$ cat config.mk
export PLATFORM = sky130hd
export DESIGN_NAME = booth_r4_seq_mult
export DESIGN_NICKNAME = d
export VERILOG_FILES = /design/src/rtl/booth_pkg.sv /design/src/rtl/booth_r4_pp_sel.sv /design/src/rtl/booth_r4_seq_mult.sv
export SDC_FILE = /design/constraint.sdc
export NUM_CORES = 1
export LEC_CHECK = 0
export ABC_AREA = 1
export BUFFER_PORTS_ARGS = -buffer_cell sky130_fd_sc_hd__clkbuf_2
export CORE_MARGIN = 2
export CORE_UTILIZATION = 40
export DETAILED_ROUTE_END_ITERATION = 8
export PLACE_DENSITY = 0.67
export SETUP_SLACK_MARGIN = 0.15
export SYNTH_ARGS = -nofsm -noshare
export SYNTH_HDL_FRONTEND = slang
export SYNTH_SLANG_ARGS = --single-unit
$ cat constraint.sdc
create_clock -name clk -period 4.7 [get_ports clk]
set_input_delay 0.47 -clock clk [delete_from_list [all_inputs] [get_ports clk]]
set_output_delay 0.47 -clock clk [all_outputs]
set_load 0.02 [all_outputs]
$ cat src/rtl/booth_pkg.sv
// Shared types for the radix-4 Booth sequential multiplier:
// FSM states, Booth digit encoding and the window decoder.
package booth_pkg;

  typedef enum logic [1:0] {
    IDLE,
    RUN,
    DONE
  } booth_state_t;

  typedef enum logic [2:0] {
    DIG_ZERO,
    DIG_POS1,
    DIG_POS2,
    DIG_NEG2,
    DIG_NEG1
  } booth_dig_t;

  function automatic booth_dig_t booth_decode(
    input logic [2:0] win
  );
    booth_dig_t d;
    d = DIG_ZERO;
    unique case (win)
      3'b000, 3'b111: d = DIG_ZERO;
      3'b001, 3'b010: d = DIG_POS1;
      3'b011:         d = DIG_POS2;
      3'b100:         d = DIG_NEG2;
      3'b101, 3'b110: d = DIG_NEG1;
      default:        d = DIG_ZERO;
    endcase
    return d;
  endfunction

endpackage

$ cat src/rtl/booth_r4_pp_sel.sv
// Booth partial-product selector: scales the extended
// multiplicand by one digit and aligns it to digit idx.
module booth_r4_pp_sel
  import booth_pkg::*;
#(
  parameter int WIDTH = 16,
  parameter int SW    = 4
) (
  input  logic [WIDTH+1:0]   a_ext,
  input  logic [2:0]         win,
  input  logic [SW-1:0]      idx,
  output logic [2*WIDTH-1:0] pp
);

  localparam int PW = 2 * WIDTH;

  logic [PW-1:0] a_w;
  logic [PW-1:0] mag;
  logic [SW:0]   sh;
  booth_dig_t    dig;

  assign a_w = {{(PW-WIDTH-2){a_ext[WIDTH+1]}}, a_ext};
  assign sh  = {idx, 1'b0};

  // Scale by the decoded digit, then shift into place.
  always_comb begin
    dig = booth_decode(win);
    mag = '0;
    unique case (dig)
      DIG_POS1: mag = a_w;
      DIG_POS2: mag = a_w << 1;
      DIG_NEG2: mag = -(a_w << 1);
      DIG_NEG1: mag = -a_w;
      default:  mag = '0;
    endcase
    pp = mag << sh;
  end

endmodule

$ cat src/rtl/booth_r4_seq_mult.sv
// Iterative radix-4 Booth multiplier: one digit per clock,
// valid/ready on operands and result, signed/unsigned mode.
module booth_r4_seq_mult
  import booth_pkg::*;
#(
  parameter int WIDTH = 16
) (
  input  logic               clk,
  input  logic               rst_n,
  input  logic               in_valid,
  output logic               in_ready,
  input  logic [WIDTH-1:0]   a,
  input  logic [WIDTH-1:0]   b,
  input  logic               alu_signed,
  output logic               out_valid,
  input  logic               out_ready,
  output logic [2*WIDTH-1:0] product,
  output logic               neg_flag,
  output logic               zero_flag,
  output logic               busy
);

  localparam int NDIG = WIDTH / 2 + 1;
  localparam int SW   = $clog2(NDIG);
  localparam int PW   = 2 * WIDTH;

  if ((WIDTH % 2) != 0 || WIDTH < 4) begin : g_bad_width
    $error("booth_r4_seq_mult: WIDTH must be even and >= 4");
  end

  booth_state_t state;
  booth_state_t state_nxt;

  logic [WIDTH+1:0] a_r;
  logic [WIDTH+2:0] b_r;
  logic             sgn_r;
  logic [PW-1:0]    acc;
  logic [PW-1:0]    acc_nxt;
  logic [PW-1:0]    pp;
  logic [SW-1:0]    cnt;
  logic             last;
  logic             accept;
  logic             ext_a;
  logic             ext_b;

  assign last   = (cnt == SW'(NDIG - 1));
  assign accept = (state == IDLE) && in_valid;
  assign ext_a  = alu_signed & a[WIDTH-1];
  assign ext_b  = alu_signed & b[WIDTH-1];

  // b_r shifts right two bits per digit, so the
  // current window always sits in its low three bits.
  booth_r4_pp_sel #(
    .WIDTH (WIDTH),
    .SW    (SW)
  ) u_pp_sel (
    .a_ext (a_r),
    .win   (b_r[2:0]),
    .idx   (cnt),
    .pp    (pp)
  );

  assign acc_nxt = acc + pp;

  // State register.
  always_ff @(posedge clk or negedge rst_n) begin
    if (!rst_n) state <= IDLE;
    else        state <= state_nxt;
  end

  // Next-state and handshake outputs.
  always_comb begin
    state_nxt = state;
    in_ready  = 1'b0;
    busy      = 1'b1;
    unique case (state)
      IDLE: begin
        in_ready = 1'b1;
        busy     = 1'b0;
        if (in_valid) state_nxt = RUN;
      end
      RUN: begin
        if (last) state_nxt = DONE;
      end
      DONE: begin
        if (out_ready) state_nxt = IDLE;
      end
      default: state_nxt = IDLE;
    endcase
  end

  // Operand capture, digit accumulation, result registers.
  always_ff @(posedge clk or negedge rst_n) begin
    if (!rst_n) begin
      a_r       <= '0;
      b_r       <= '0;
      sgn_r     <= 1'b0;
      acc       <= '0;
      cnt       <= '0;
      product   <= '0;
      neg_flag  <= 1'b0;
      zero_flag <= 1'b0;
      out_valid <= 1'b0;
    end else if (accept) begin
      a_r   <= {ext_a, ext_a, a};
      b_r   <= {ext_b, ext_b, b, 1'b0};
      sgn_r <= alu_signed;
      acc   <= '0;
      cnt   <= '0;
    end else if (state == RUN) begin
      acc <= acc_nxt;
      b_r <= b_r >> 2;
      cnt <= cnt + SW'(1);
      if (last) begin
        product   <= acc_nxt;
        zero_flag <= (acc_nxt == '0);
        neg_flag  <= sgn_r & acc_nxt[PW-1];
        out_valid <= 1'b1;
      end
    end else if (state == DONE && out_ready) begin
      out_valid <= 1'b0;
    end
  end

endmodule

==> results by group <==
CTS
  – CTS buffer count: 9
  – CTS root buffer: clkbuf_16
  – Max Root-Sink Buffers: 2
  – Num Clock Sinks: 109
  – H-tree depth: 3
  – TritonCTS clock tree: done
  – Hold buffers post-CTS: 0
  – Worst skew pair latency: 370 ps
  – Clock Pin Slew Worst Setup and Hold Paths: 90 ps

Routing
  – Router iterations before antenna repair: 5
  – Met2 wire length: 11440 um
  – Met3 WL post-DR: roughly 1200 um
  – M1 WL: around 12000 um
  – Vias: 8157
  – # DRC: 0
  – Total wire length: 24970 um
  – Via density: 5.335
  – Routed Antenna Nets: 0
  – Uppermost routed layer: met4
  – Avg WL per Cell: 16.33 um
  – Iter 0 DRT Violations: between 500 and 600

Logic synthesis
  – Syn Nets: 1240
  – Ys async rst share: 100.0%
  – Ys flop type: dfrtp_1
  – Synth Area per Inst: 6.926 sq um
  – Yosys warns: 0
  – Yosys top cell area share: 33.84%
  – Yosys top cell by area: dfrtp_1
  – Post-Synthesis Cells: around 1200
  – Mapped cell area: 8061 sq um
  – Area contributors post-synth: dfrtp_1, nand2_1, o21ai_0
  – Flops & latches, synth: 109
  – Seq/Total Area, Yosys: 33.84%
  – Post-synthesis cell type count: 45
  – Number of synthesized flops with an enable pin: 0

Floorplan
  – FP Rows: 51
  – Die Height: 146.0 um
  – Initial Utilization: 41.15%
  – Die width: 146.0 um
  – I/O pin total: 74
  – Die area: 21310 sq um
  – Core box area: 19590 sq um

Timing
  – Ratio of final minimum period to clock period: 93.20%
  – Final worst slack: approximately 320 ps
  – F_max: between 200 and 250 MHz
  – RSZ-0062 raised after global routing: no
  – Final clock skew: around 11 ps
  – Endpoints failing setup: 0
  – Pins over their slew limit: 0
  – Worst rel slew slack: 40.28%
  – Final min period: 4380 ps
  – Slew @ Worst Pin: 895.9 ps
  – Final Hold Fails: 0

Place
  – Final HPWL DP: 18480 um
  – Placed cells: 1494
  – Gpl congestion: 0.9813
  – Port Buf Inserts: 73
  – Dpl cell area: roughly 9000 sq um
  – Setup WS pre-CTS: -57.58 ps

Run status
  – Status: finished clean

Layout
  – Post-route cell area: 9843 sq um
  – Final Non-Filler Cells: 1529
  – Most common cell after layout, fill and taps aside: nand2_1
  – Nets: between 1000 and 1500
  – Leading cell types in the layout, fill and taps excluded: nand2_1, dfrtp_1, o21ai_0
  – N_diodes: 0
  – Share of cells above drive strength 1: ~23%
  – Layout area overhead: 22.10%

Worst setup path
  – CP required: 4940 ps
  – Worst Setup Start Kind: flop
  – Critical path type: flop to flop
  – Setup crit end kind: flop
  – WP data arrival: about 4600 ps
  – Most frequent CP cell: nand2_1
  – Critical path peak fanout: 7
  – Slowest CP cell: dfrtp_1
  – CP peak stage delay: 400 ps

Global route
  – GRT Overall Usage: 23.29%
  – First-pass GRT wire length: 40570 um
  – Largest net degree at the start of global routing: 67
  – Vias in the first global route: between 7000 and 8000
  – Initial antenna violation count: 0
  – Aggregate global routing overflow: 0

Flow run
  – Max-cap violations: 0

Hold path
  – Hold Path Class: input pin to asynchronous set/reset pin
-- final timing paths --
| kind | endpoint | start | slack (ps) | depth (start not counted) |
|---|---|---|---|---|
| setup / recovery | acc[29] | b_r[0] | 320 | 27 |
| min in group clk | a_r[2] | a[2] | 290 | 3 |
| setup reg to reg | acc[29] | b_r[0] | 320 | 27 |
| hold reg to reg | product[15] | product[15] | 480 | 2 |
| max in group asynchronous | product[16] | rst_n | 3370 | 2 |
| hold / removal | b_r[8] | rst_n | 200 | 1 |
-- logic make-up (layout without fill, tap and decap cells) --
kind of cell               Yosys count  count (layout)  share of synthesized area [%]
adders and majority gates           39              39                          6.146
AOI/OAI and AO/OA                  260             260                          18.59
DFF                                109             109                          33.84
muxes                                3               3                         0.3725
buffers and inverters              173             273                          8.505
xor gates and xnor gates            21              21                          2.282
and+or+nand+nor                    559             559                          30.27
-- state kept, by name, indices dropped and copies added, names as in the netlist --
name and count:
acc 32, product 32, b_r 18, a_r 17, cnt 4, state 2
neg_flag 1, out_valid 1, sgn_r 1, zero_flag 1
-- critical path: cells and delay by family (launching register included) --
family,cells,cell delay (ps)
AO/OA/AOI/OAI,8,1140
XOR/XNOR,1,220
adder cells (fa/ha/maj),2,620
buffers and inverters,4,510
flip-flops,1,400
AND/OR/NAND/NOR,12,1350
-- layer usage --
| metal | vias to the layer above | track usage, % |
|---|---|---|
| met1 | 3823 | 32.47 |
| li1 | 4081 | - |
| met2 | 217 | 37.71 |
| met5 | - | 0 |
| met4 | 0 | 7.108 |
| met3 | 36 | 3.041 |
-- synth_stat cells, types with 14 or more instances --
| library cell | instances |
|---|---|
| nand2_1 | 332 |
| o221ai_1 | 15 |
| o21ai_1 | 21 |
| clkbuf_1 | 30 |
| o21ai_0 | 125 |
| xor2_1 | 14 |
| inv_1 | 112 |
| ha_1 | 38 |
| inv_2 | 14 |
| a21oi_1 | 47 |
| nand4_1 | 27 |
| dfrtp_1 | 109 |
| nand3_1 | 77 |
| nor2_1 | 79 |
-- what timing repair did --
action                                  CTS  global route
endpoints found under the hold margin     0             0
setup buffers                             1            18
gates resized for setup                   6           125
pin swaps                                 1            27
endpoints found under the setup margin    7            29
-- metrics by stage --
| stage | util, % | hold slack [ps] | setup TNS [ps] |
|---|---|---|---|
| after CTS | 47.01 | 250.3 | 0 |
| after floorplan | - | 174.4 | 0 |
| after global placement | 45.13 | 467.2 | -18.13 |
| after detailed placement | 45.13 | 468.6 | -149.1 |
| after global routing | 50.25 | 282.5 | 0 |
| final | 50.25 | 205.0 | 0 |
-- layout make-up --
cell class | instances | area (sq um)
fillers | 1947 | 9747
inverters | 128 | 480.5
flip-flops and latches | 109 | 2728
clock buffers | 10 | 239.0
clock inverters | 6 | 90.09
multi-input cells | 882 | 5182
repair buffers | 129 | 792.0
well taps | 265 | 331.6
Power is not shown: default switching activity piles up to over one toggle a cycle in this logic, so the estimate is an artifact.
